### src/rtl/tk1_cpu_mon.sv
// CPU execution monitor: lockable fetch-trap windows plus a fixed FW RAM window, violation capture and trap LED blink.
// Optional CPU_MON_DATA_EN also traps data accesses inside the programmable windows.
module tk1_cpu_mon #(
    parameter int          NUM_WIN      = 4,
    parameter logic [31:0] FW_RAM_FIRST = 32'hd0000000,
    parameter logic [31:0] FW_RAM_LAST  = 32'hd00007ff,
    parameter int          BLINK_BITS   = 24
) (
    input  logic        clk,
    input  logic        reset_n,
    input  logic [31:0] cpu_addr,
    input  logic        cpu_instr,
    input  logic        cpu_valid,
    input  logic        cpu_trap,
    output logic        force_trap,
    output logic [2:0]  trap_led,
    input  logic        cs,
    input  logic        we,
    input  logic [4:0]  address,
    input  logic [31:0] write_data,
    output logic [31:0] read_data,
    output logic        ready
);

`ifdef CPU_MON_DATA_EN
    localparam logic DATA_EN = 1'b1;
`else
    localparam logic DATA_EN = 1'b0;
`endif

    localparam logic [4:0] ADDR_CTRL   = 5'h00;
    localparam logic [4:0] ADDR_STATUS = 5'h01;
    localparam logic [4:0] ADDR_VADDR  = 5'h02;
    localparam logic [4:0] ADDR_NWIN   = 5'h03;

    typedef enum logic [1:0] {ST_DISABLED, ST_ARMED, ST_TRAPPED} state_t;

    state_t                state_q, state_d;
    logic [31:0]           win_first_q [NUM_WIN];
    logic [31:0]           win_first_d [NUM_WIN];
    logic [31:0]           win_last_q  [NUM_WIN];
    logic [31:0]           win_last_d  [NUM_WIN];
    logic [31:0]           viol_addr_q, viol_addr_d;
    logic                  viol_q, viol_d;
    logic [7:0]            count_q, count_d;
    logic [BLINK_BITS-1:0] blink_q, blink_d;
    logic [2:0]            trap_led_q, trap_led_d;

    logic locked, win_en, fw_hit, win_hit, hit, reg_wr;

    function automatic logic [7:0] sat_inc(input logic [7:0] v);
        return (v == 8'hff) ? v : v + 8'd1;
    endfunction

    always_ff @(posedge clk or negedge reset_n) begin
        if (!reset_n) begin
            state_q     <= ST_DISABLED;
            viol_addr_q <= '0;
            viol_q      <= 1'b0;
            count_q     <= '0;
            blink_q     <= '0;
            trap_led_q  <= '0;
            for (int i = 0; i < NUM_WIN; i++) begin
                win_first_q[i] <= '0;
                win_last_q[i]  <= '0;
            end
        end else begin
            state_q     <= state_d;
            viol_addr_q <= viol_addr_d;
            viol_q      <= viol_d;
            count_q     <= count_d;
            blink_q     <= blink_d;
            trap_led_q  <= trap_led_d;
            win_first_q <= win_first_d;
            win_last_q  <= win_last_d;
        end
    end

    always_comb begin
        state_d = state_q;
        case (state_q)
            ST_DISABLED: if (reg_wr && address == ADDR_CTRL && write_data[0]) state_d = ST_ARMED;
            ST_ARMED:    if (hit) state_d = ST_TRAPPED;
            default:     state_d = ST_TRAPPED;
        endcase
    end

    always_comb begin
        locked = (state_q == ST_ARMED) || (state_q == ST_TRAPPED);
        win_en = locked;
    end

    always_comb begin
        fw_hit  = cpu_valid && cpu_instr && (cpu_addr >= FW_RAM_FIRST) && (cpu_addr <= FW_RAM_LAST);
        win_hit = 1'b0;
        for (int i = 0; i < NUM_WIN; i++) begin
            if (win_en && cpu_valid && (cpu_instr || DATA_EN) &&
                (cpu_addr >= win_first_q[i]) && (cpu_addr <= win_last_q[i]))
                win_hit = 1'b1;
        end
        hit    = fw_hit || win_hit;
        reg_wr = cs && we && !locked;
    end

    always_comb begin
        win_first_d = win_first_q;
        win_last_d  = win_last_q;
        viol_addr_d = viol_addr_q;
        viol_d      = viol_q;
        count_d     = count_q;
        for (int i = 0; i < NUM_WIN; i++) begin
            if (reg_wr && address == 5'(16 + 2 * i)) win_first_d[i] = write_data;
            if (reg_wr && address == 5'(17 + 2 * i)) win_last_d[i]  = write_data;
        end
        // A match in the same cycle as a STATUS clear restarts the count at one.
        if (hit) begin
            viol_d = 1'b1;
            if (!viol_q) viol_addr_d = cpu_addr;
            count_d = (reg_wr && address == ADDR_STATUS) ? 8'd1 : sat_inc(count_q);
        end else if (reg_wr && address == ADDR_STATUS) begin
            viol_d  = 1'b0;
            count_d = '0;
        end
    end

    always_comb begin
        blink_d    = blink_q + {{(BLINK_BITS-1){1'b0}}, 1'b1};
        trap_led_d = trap_led_q;
        if (!cpu_trap)
            trap_led_d = '0;
        else if (blink_q == {BLINK_BITS{1'b1}})
            trap_led_d = {~trap_led_q[2], 2'b00};
    end

    always_comb begin
        read_data = '0;
        if (cs && reset_n) begin
            case (address)
                ADDR_STATUS: read_data = {16'd0, count_q, 6'd0, locked, viol_q};
                ADDR_VADDR:  read_data = viol_addr_q;
                ADDR_NWIN:   read_data = 32'(NUM_WIN) | {23'd0, DATA_EN, 8'd0};
                default: begin
                    for (int i = 0; i < NUM_WIN; i++) begin
                        if (address == 5'(16 + 2 * i)) read_data = win_first_q[i];
                        if (address == 5'(17 + 2 * i)) read_data = win_last_q[i];
                    end
                end
            endcase
        end
    end

    // Combinational outputs are gated by reset so an asserted reset silences them at once.
    assign force_trap = hit && reset_n;
    assign ready      = cs && reset_n;
    assign trap_led   = trap_led_q;

endmodule
### config.mk
export PLATFORM = sky130hd
export DESIGN_NAME = tk1_cpu_mon
export DESIGN_NICKNAME = d
export VERILOG_FILES = /design/src/rtl/tk1_cpu_mon.sv
export SDC_FILE = /design/constraint.sdc
export NUM_CORES = 1
export LEC_CHECK = 0
export CORE_MARGIN = 8
export CORE_UTILIZATION = 55
export CTS_CLUSTER_DIAMETER = 30
export DETAILED_ROUTE_END_ITERATION = 8
export GPL_ROUTABILITY_DRIVEN = 0
export PLACE_DENSITY = 0.74
export SLEW_MARGIN = 20
export SYNTH_ARGS = -nofsm -noshare
export SYNTH_HDL_FRONTEND = slang
export SYNTH_SLANG_ARGS = --single-unit
### constraint.sdc
create_clock -name clk -period 5.2 [get_ports clk]
set_clock_uncertainty 0.1 [all_clocks]
set_input_delay 1.56 -clock clk [delete_from_list [all_inputs] [get_ports clk]]
set_output_delay 1.56 -clock clk [all_outputs]
set_load 0.02 [all_outputs]
Word level (Yosys, flattened, before mapping)

Index checks and enable logic that the tools add are counted.

Bits in registers: 326
Bits of input ports: 76
Output and inout port bits: 37
Logic and storage cells: 109

$add $sub $neg: 2
Order comparisons: 10
Equal/unequal tests: 19
Muxes and demuxes: 25
Bitwise gates (word level): 2
Reduce and logical (&&, ||, !) cells: 37

Operators by type and width:

| kind                  | number |
|---|---|
| $mux 32               | 9 |
| $ge 32x32->1          | 4 |
| $le 32x32->1          | 4 |
| $pmux 32 s3           | 1 |
| $eq 5x5->1 const B    | 8 |
| $ge 32x32->1 const B  | 1 |
| $le 32x32->1 const B  | 1 |
| $mux 8                | 4 |
| $logic_and 1x1->1     | 28 |
| $add 24x1->24 const B | 1 |
| $eq 24x24->1 const B  | 1 |
| $eq 5x2->1 const B    | 2 |
| $add 8x1->8 const B   | 1 |
| $eq 8x8->1 const B    | 1 |
| $mux 1                | 6 |
| $mux 3                | 2 |
| $ne 2x2->1 const B    | 3 |
| $reduce_and 2->1      | 3 |
| $eq 5x1->1 const B    | 1 |
| $logic_not 5->1       | 1 |
| $mux 2                | 2 |
| $pmux 2 s2            | 1 |
| $eq 2x1->1 const B    | 1 |
| $eq 2x2->1 const B    | 1 |
| 6 further kinds       | 8 |

Longest topological paths before layout

Depth in word-level cells: 13
Gate-level depth with buffers: 13
Mapped depth without buffers: 12

Least setup slack after synthesis

Ideal clock, no wire load.

Path type: in2out
Start: in cpu_addr[0]
End: out force_trap
Arrival: 3692 ps
Data required time: 3540 ps
Slack: -152 ps
Stages on the path: 11
Path buffers: 0
Cells stage by stage: inv_1 ha_1 nand2b_1 a2111oi_2 a2111oi_2 o41ai_1 a221oi_2 a221oi_2 a21oi_2 nor2_4 nor2b_1

Longest elaborated chain between the ends: 9
Elaborated cells between the ends (all ways): 26
Those cells by class: order compare (10); mux (4); reduce/logical (12)

Ends and longest elaborated chain:

| what                  | RTL line | RTL |
|---|---|---|
| from (decl)           | 11       | `input logic [31:0] cpu_addr,` |
| $ge 32x32->1          | 98       | `(cpu_addr >= win_first_q[i]) && (cpu_addr <= win_last_q[i]))` |
| $logic_and 1x1->1     | 97       | `if (win_en && cpu_valid && (cpu_instr \|\| DATA_EN) &&` |
| $logic_and 1x1->1     | 98       |  |
| $mux 1 (4 in series)  | 97       |  |
| $logic_or 1x1->1 (*)  | 101      | `hit = fw_hit \|\| win_hit;` |
| $logic_and 1x1->1 (*) | 153      | `assign force_trap = hit && reset_n;` |
| to (decl)             | 15       | `output logic force_trap,` |

Mark *: on every way between the ends. The rest lies on a longest branch, timed or not.

Final worst setup path

Start: in cpu_addr[5]
End: out force_trap

Same word-level chain as after synthesis.

==> out/summary.txt <==
outcome: complete, but fails checks
Synth Area in Compound Gates: 17.4%
LEAKAGE: 0.0134 uW
I/O pin cnt: 113
dominant cells by area after synthesis: dfrtp_1 39%, ha_1 16%, o21ai_0 6.2%
power density cells: 317 nW/um^2
CTS Buffer Depth: 3
share of cells above drive strength 1: 24.9%
DRC viols: 0
Max rail drop VDD: 270 uV
hold path startpoint: blink_q[4]$_DFF_PN0_
final setup vio count: 9
register area share after synthesis: 39.5%
total CTS buffers: 83
Most Frequent Cell on Critical Path: buf_4
DR vias/cell: 6.29
PortBufs: 110
WL/cell: 23.5 microns
Avg Inst Size Synth: 9.32 sq um
multi-input logic area: 11300 sq um
fmax: 162 MHz
Worst EP required: 3.54 ns
max cap viols: 0
Die Ht: 209 microns
HP Class: reg2reg
slew margin rel.: 31.7%
Clock power frac: 60.1%
vias in the first global route: 20366
Sw Share: 24.3%
initial drt markers: 2005
failing checks: negative setup slack
ant diodes: 0
final worst slack: -0.985 ns
flops & latches, synth: 324
combinational power share: 9.4%
Worst-Skew Late Latency: 0.61 ns
Worst Tran Pin Value: 1.02 ns
mapped cell area: 20500 sq um
slowest cell delay on critical path: 0.39 ns
CTS H-Tree Depth: 3
Final Routed Wirelength: 73100 microns
R2R cell count: 15
Final Max Tran Viols: 0
Synth Area in Adders: 15.8%
nets: 2910
Fillers: 2338
Final Non-Filler Cells: 3110
mux share of post-synthesis cell area: 7.60%
most frequent cells after synthesis: 324 x dfrtp_1, 269 x inv_1, 265 x nand2_1
synth warn: 0
worst-path maximum fanout: 6
Tmin final: 6.18 ns
width of the die: 209 microns
CTS tree: yes
worst hold slack: 0.361 ns
most frequent cell after synthesis: dfrtp_1
internal power: 6590 uW
slowest CP cell: clkdlybuf4s50_1
cells after synthesis: 2204
drt first pass iters: 8
Final period util: 119%
largest family of logic cells by synthesized area: compound AO/OA/AOI/OAI gates
Routed Antenna Nets: 0
CP delay by family, top: compound AO/OA/AOI/OAI gates
HPWL Detailed: 50700 microns
share of the synthesized area in the top cell type: 39.5%
FP Rows: 70
Clk pin slew, worst setup/hold paths: 0.04 ns
RSZ-0062 raised after global routing: yes
ys flop type: dfrtp_1
core footprint: 36700 sq um
EDFF count, synth: 0
WP buf/inv: 5
post-synth cell types: 72
global-route wire length before repair: 112000 microns
Total GRT Usage: 32.5%
Post-Synth Simple-Gate Area: 11.5%
cell count after placement: 2932
CP Class: in2out
via count: 19566
pin count of the biggest net entering global routing: 162
reg2reg setup slack: 1.56 ns
initial core utilization: 56.0%
CP arrival: 4.52 ns
register area: 8110 sq um
initial antenna violation count: 0
post-route setup TNS: -2.05 ns
Die Area: 43800 sq um
FF-to-FF Start: win_first_q[77]$_DFFE_PN0P_
hold worst-path end: blink_q[4]$_DFF_PN0_
crit end category: output pin
cell count along the critical path: 15
# clock sinks: 324
Post-Synth XOR/XNOR Area: 1.02%
Psw: 2120 uW
FF-to-FF End: viol_addr_q[21]$_DFFE_PN0P_
Worst Setup Start Kind: primary input
post-layout power: 8700 uW
Hold Path Depth: 1
clk root buf: clkbuf_16
leading area contributor after synthesis: dfrtp_1
asr flop ratio synth: 100%
CP cell instances: clkdlybuf4s50_1 -> buf_4 -> buf_4 -> ha_1 -> a21oi_1 -> o21ai_0 -> a21oi_1 -> o211ai_1 -> a311oi_1 -> a221oi_2 -> a21oi_2 -> buf_6 -> nor2_4 -> nor2b_4 -> buf_4
gr ovfl total: 0
Hold Fails Final Rpt: 0
Seq pwr share: 30.6%
Layout area overhead: 33.9%
-- power by group through the flow --
stage	Combinational [uW]	Sequential (uW)	Clock, uW
global route	877	2660	5390
finish	817	2660	5230
floorplan	344	2670	0
CTS	788	2650	5250
global placement	734	2680	0
detailed placement	759	2690	0
-- metrics by stage --
step                area [sq um]  util, %  worst slack [ns]
finish                     27500     74.9            -0.985
global route               27500     74.9             -1.06
CTS                        27300     74.3            -0.870
floorplan                  20500        -           0.00476
global placement           24000     65.3             -1.68
detailed placement         24000     65.3             -1.65
-- worst register-to-register path: stages (launching register included) --
cell,delay (ns)
dfrtp_1,0.35
inv_1,0.08
ha_1,0.30
and4_1,0.25
nand3_1,0.19
a2111oi_2,0.45
o41ai_2,0.11
a221oi_2,0.35
a221oi_2,0.08
a21oi_2,0.16
buf_6,0.14
nor2_4,0.04
buf_4,0.16
nor2_4,0.14
buf_12,0.23
mux2_2,0.39
-- how the worst max path moves through the flow --
| stage | start | to |
|---|---|---|
| 2_1_floorplan | cpu_addr[0] | force_trap |
| 3_3_place_gp | cpu_addr[19] | force_trap |
| 3_5_place_dp | cpu_addr[19] | force_trap |
| 4_1_cts | cpu_addr[25] | force_trap |
| 5_1_grt | cpu_addr[1] | force_trap |
| 6_report | cpu_addr[5] | force_trap |
-- layer usage --
metal  vias to the layer above  global-route usage, %  share of wire [%]
met1                      9383                   37.7                 37
met5                         -                      0                  0
met4                         0                   23.6                8.0
met3                       381                   7.62                9.4
li1                       8599                      -                  -
met2                      1203                   52.4                 46
-- flip-flops by register name, indices dropped and copies added, names as in the netlist --
signal and cells:
win_first_q 128, count_q 8, viol_q 1, trap_led 1, state_q 2, win_last_q 128, viol_addr_q 32, blink_q 24
-- cell type report --
| class | instances | area share [%] |
|---|---|---|
| Clock buffer | 112 | 8.76 |
| Tap cell | 468 | 2.13 |
| Sequential cell | 324 | 29.5 |
| Multi-Input combinational cell | 1498 | 41.3 |
| Clock inverter | 41 | 1.71 |
| Timing Repair Buffer | 398 | 12.9 |
| Inverter | 269 | 3.69 |
-- timing repair --
action / 4_1_cts / 5_1_grt
pin swaps: 43 / 37
setup buffers: 19 / 12
gates resized for setup: 217 / 58
cloned: 0 / 1
endpoints found under the setup margin: 33 / 29
hold buffers: 0 / 0
-- kinds of logic after synthesis --
family / Yosys count
buffers and inverters: 383
muxes: 123
adders and majority gates: 260
xor gates and xnor gates: 24
and+or+nand+nor: 509
DFF: 324
other: 1
AOI/OAI and AO/OA: 580
-- placed cells by master (no fill, tap or decap), types with 10 or more instances in the layout --
cell             synthesis  routed
a21oi_2                  2      13
a21oi_1                128     117
a222oi_1                25      25
buf_6                    3      36
and4_1                  15      15
mux2_2                  95      95
nand3_1                 37      37
o21ai_0                256     248
a22oi_1                 48      43
ha_1                   260     259
nand2_1                265     260
dfrtp_1                324     324
clkbuf_8                 0      18
dlygate4sd2_1            0      20
xnor2_1                 15      15
buf_4                    2     249
o211ai_1                12      12
a21o_1                  16      16
nor2b_1                 11      10
nor2_1                  69      61
clkinv_2                 0      18
clkdlybuf4s50_1          0      58
nand4_1                 54      54
inv_1                  269     268
and3_1                  11      11
mux4_2                  14      14
a221oi_2                 2      17
clkbuf_16                0      86
buf_12                   0      15
Note: power is estimated with default switching activity, not from simulation.
